## src/rtl/bt_uart_frame_tx.sv

```systemverilog
// Bluetooth UART frame transmitter: shifts a pre-assembled frame out LSB-first
// on Tx at CLKS_PER_BIT clocks per bit, with registered busy/done status.
module bt_uart_frame_tx #(
  parameter int unsigned FRAME_BITS   = 11,
  parameter int unsigned CLKS_PER_BIT = 5208
) (
  input  logic                  clk,
  input  logic                  rst_n,
  input  logic [FRAME_BITS-1:0] din,
  input  logic                  enable,
  input  logic                  RW,
  output logic                  Tx,
  output logic                  done,
  output logic                  busy
);

  localparam int unsigned CW = (CLKS_PER_BIT > 1) ? $clog2(CLKS_PER_BIT) : 1;
  localparam int unsigned IW = $clog2(FRAME_BITS + 1);
  localparam logic [CW-1:0] BAUD_LAST = CW'(CLKS_PER_BIT - 1);
  localparam logic [IW-1:0] IDX_LAST  = IW'(FRAME_BITS - 1);

  typedef enum logic [1:0] {IDLE, SHIFT, DONE} state_t;

  state_t                state, state_n;
  logic [CW-1:0]         baud_cnt, baud_cnt_n;
  logic [IW-1:0]         bit_idx, bit_idx_n;
  // din[0] goes straight to Tx at start, so only the remaining bits are held;
  // shreg[1] is always the next bit to send.
  logic [FRAME_BITS-1:1] shreg, shreg_n;
  logic                  tx_n, busy_n, done_n;

  always_ff @(posedge clk or negedge rst_n) begin
    if (!rst_n) begin
      state    <= IDLE;
      baud_cnt <= '0;
      bit_idx  <= '0;
      shreg    <= '0;
      Tx       <= 1'b1;
      busy     <= 1'b0;
      done     <= 1'b0;
    end else begin
      state    <= state_n;
      baud_cnt <= baud_cnt_n;
      bit_idx  <= bit_idx_n;
      shreg    <= shreg_n;
      Tx       <= tx_n;
      busy     <= busy_n;
      done     <= done_n;
    end
  end

  always_comb begin
    state_n    = state;
    baud_cnt_n = baud_cnt;
    bit_idx_n  = bit_idx;
    shreg_n    = shreg;
    tx_n       = Tx;
    busy_n     = busy;
    done_n     = 1'b0;
    unique case (state)
      IDLE: begin
        tx_n   = 1'b1;
        busy_n = 1'b0;
        if (enable && RW) begin
          shreg_n    = din[FRAME_BITS-1:1];
          tx_n       = din[0];
          busy_n     = 1'b1;
          bit_idx_n  = '0;
          baud_cnt_n = '0;
          state_n    = SHIFT;
        end
      end
      SHIFT: begin
        if (baud_cnt == BAUD_LAST) begin
          baud_cnt_n = '0;
          if (bit_idx == IDX_LAST) begin
            tx_n    = 1'b1;
            busy_n  = 1'b0;
            done_n  = 1'b1;
            state_n = DONE;
          end else begin
            bit_idx_n = bit_idx + 1'b1;
            tx_n      = shreg[1];
            shreg_n   = shreg >> 1;
          end
        end else begin
          baud_cnt_n = baud_cnt + 1'b1;
        end
      end
      DONE: begin
        tx_n    = 1'b1;
        busy_n  = 1'b0;
        state_n = IDLE;
      end
      default: begin
        tx_n    = 1'b1;
        busy_n  = 1'b0;
        state_n = IDLE;
      end
    endcase
  end

endmodule

```

## config.mk

```make
export PLATFORM = sky130hd
export DESIGN_NAME = bt_uart_frame_tx
export DESIGN_NICKNAME = d
export VERILOG_FILES = /design/src/rtl/bt_uart_frame_tx.sv
export SDC_FILE = /design/constraint.sdc
export NUM_CORES = 1
export LEC_CHECK = 0
export CAP_MARGIN = 20
export CORE_MARGIN = 3
export CORE_UTILIZATION = 50
export CTS_CLUSTER_DIAMETER = 150
export DETAILED_ROUTE_END_ITERATION = 8
export GPL_TIMING_DRIVEN = 0
export PLACE_DENSITY_LB_ADDON = 0.1
export SYNTH_ARGS = -nofsm -noshare
export SYNTH_HDL_FRONTEND = slang
export SYNTH_SLANG_ARGS = --single-unit
```

## constraint.sdc

```tcl
create_clock -name clk -period 1.8 [get_ports clk]
set_input_delay 0.36 -clock clk [delete_from_list [all_inputs] [get_ports clk]]
set_output_delay 0.36 -clock clk [all_outputs]
set_load 0.005 [all_outputs]
```

==> metrics <==
post-synth cell types=43; synthesis-to-layout area growth=22.5%; Hold Fails Final Rpt=0; Net Sw Frac=0.217; die area=4160 um^2; Register Area=806 um^2; Root Buffer=clkbuf_4; startpoint types=register; Starting DRT DRC Count=74; vias in the first global route=1350; CTS Sinks=32; slowest cell on the critical path=dfrtp_1; DP HPWL=2640 um; HP Class=in2async; CTS tree=built; Post-Route WL=3820 um; R2R Setup Slk=0.02 ns; syn_nets=192; PwrDens=571 nW/um^2; Clock Pin Slew Worst Setup and Hold Paths=0.11 ns; fin. max-slew vios=0; PnR worst setup slack=0.0205 ns; Peak Freq=562 MHz; Synth Area per Inst=9.82 um^2; Setup CP Type=reg2reg; fin cells=249; Post-synth top flop=dfrtp_1; ANT cells=0; top cells by count, synth=nand2_1, dfrtp_1, nor2_1; Comb power frac=0.037; Worst-Skew Late Latency=0.34 ns; LEAKAGE=0.888 nW; crit-path max FO=3; maximum root-to-sink buffer count=2; Post-CTS Hold Buffers=0; Peak VDD IR=0.365 mV; Max Cap Viol=0; Req. time, crit path=2.02 ns; Vias/cell=5.78; dpl ws=-0.309 ns; RSZ-0062 raised after global routing=true; WP data arrival=2.00 ns; Placed Cells=235; first-pass GRT wire length=6140 um; layout cells sized above 1=0.195; Ys Warns=0; switching pwr=259 uW; crit path time final=1.78 ns; num rows=20; Final period util=0.989; status=completed; share of power burned in registers=0.601; setup violators final=0; Fill cells=276; chip width=64.5 um; Yosys reg bits=32; synth top area cells=dfrtp_1, nand2_1, mux2_1; DRC=0; Final nets=222; antenna viol nets, final=0; die height=64.5 um; Post-Route Utilization=0.664; Seq/Total Area, Yosys=0.469; largest net degree at the start of global routing=33; Post-synth EDFFs=0; area leader, netlist=dfrtp_1; Largest stage delay, worst path=0.40 ns; Core ar.=3150 um^2; multi-input logic area=901 um^2; Mapped Area=1710 um^2; max_slew headroom=0.522; Post-Syn Instances=174; Final Skew=0.0153 ns; GRT Residual Overflow=0; Placer Congestion=0.896; DR vias=1439; GRT Total Usage=0.194; CP Capture Type=register; crit path cell chain=inv_1 > ha_1 > and3_1 > a22oi_4 > buf_4 > mux2_2; share of the synthesized area in the top cell type=0.454; buffers added on ports=17; starting density of the core=0.542; WL per Instance=15.3 um; total CTS buffers=5; DRT Pass-1 Iters=4; initial antenna violation count=0; async set-or-reset flop fraction in the synthesized netlist=1.00; H-tree levels=2; clock share of power=0.362; Slew @ Worst Pin=0.717 ns; most instantiated library cell after synthesis=nand2_1; Internal=937 uW; Top Ports=18
final timing paths:
kind                            cells after the start                   end              startpoint
worst max-delay path                                6  shreg[7]$_DFFE_PN0P_  bit_idx[0]$_DFFE_PN0P_
worst min-delay path                                1      busy$_DFFE_PN0P_                   rst_n
worst max register to register                      6  shreg[7]$_DFFE_PN0P_  bit_idx[0]$_DFFE_PN0P_
worst min register to register                      1  shreg[2]$_DFFE_PN0P_    shreg[2]$_DFFE_PN0P_
max in group asynchronous                           1  state[1]$_DFFE_PN0P_                   rst_n
min in group clk                                    1  shreg[2]$_DFFE_PN0P_    shreg[2]$_DFFE_PN0P_
timing repair:
action	4_1_cts	5_1_grt
pin swaps	2	3
buffers inserted	4	3
gates cloned	0	1
setup endpoints to repair	18	20
gates resized for setup	5	12
power by group through the flow:
stage,registers [mW],logic (mW),clock network (mW)
2_1_floorplan,0.733,0.000313,0
3_3_place_gp,0.733,0.0450,0
3_5_place_dp,0.733,0.0445,0
4_1_cts,0.718,0.0453,0.442
5_1_grt,0.719,0.0487,0.481
6_report,0.718,0.0446,0.433
through the flow:
step                      hold slack, ns  cell area, um^2  power (mW)  setup TNS [ns]
final                             0.0643             2090        1.20               0
after global routing               0.103             2090        1.25          -0.390
after CTS                         0.0834             2040        1.21        -0.00487
after detailed placement           0.452             1930       0.777           -4.11
after global placement             0.468             1930       0.778          -10.21
after floorplan                   0.0644             1710       0.733               0
cells by family after synthesis:
group	share of synthesized area
flops	0.469
buf+inv	0.0322
compound gates	0.0769
fa+ha+maj	0.0220
mux	0.0776
xor+xnor	0.0359
simple gates	0.286
final cells by class:
| class | instances | area share |
|---|---|---|
| well taps | 44 | 0.0263 |
| multi-input cells | 130 | 0.430 |
| clock buffers | 8 | 0.0281 |
| repair buffers | 25 | 0.108 |
| flip-flops and latches | 32 | 0.385 |
| plain buffers | 4 | 0.0120 |
| inverters | 6 | 0.0108 |
sequential cells by signal, indices dropped and copies added, names as in the netlist:
signal	flops
shreg	10
state	2
baud_cnt	13
done	1
bit_idx	4
Tx	1
busy	1
critical path: cells and delay by family (launching register included):
family / cells / cell delay, ns
and+or+nand+nor: 1 / 0.23
DFF: 1 / 0.40
AOI/OAI and AO/OA: 1 / 0.23
buffers and inverters: 2 / 0.25
muxes: 1 / 0.32
adders and majority gates: 1 / 0.22
placed cells by master (no fill, tap or decap), drive strengths merged, types with 2 or more instances in the layout:
master / Yosys / final
o21ai: 6 / 6
mux2i: 2 / 2
dfrtp: 31 / 31
and3: 2 / 2
or3: 2 / 2
nand3b: 5 / 5
nand4: 4 / 4
buf: 3 / 11
clkbuf: 3 / 10
ha: 3 / 3
nand2: 36 / 36
nor4b: 3 / 3
xnor2: 7 / 7
inv: 6 / 6
nand3: 8 / 8
and4: 2 / 2
clkdlybuf4s50: 0 / 16
nor3: 4 / 4
mux2: 10 / 10
and2: 2 / 2
nor2: 10 / 10
a21oi: 5 / 5
nor3b: 2 / 2
and4bb: 2 / 2
nor4: 2 / 2
layer usage:
layer  routed length, um  global-route usage  part of all wire  up-vias
met5                   0                   0                 0        -
met4                  53              0.0580             0.014        0
met3                 182              0.0607             0.048        7
met2                1850               0.312              0.48       36
met1                1740               0.251              0.45      718
li1                    -                   -                 -      678
Note: power is estimated with default switching activity, not from simulation.
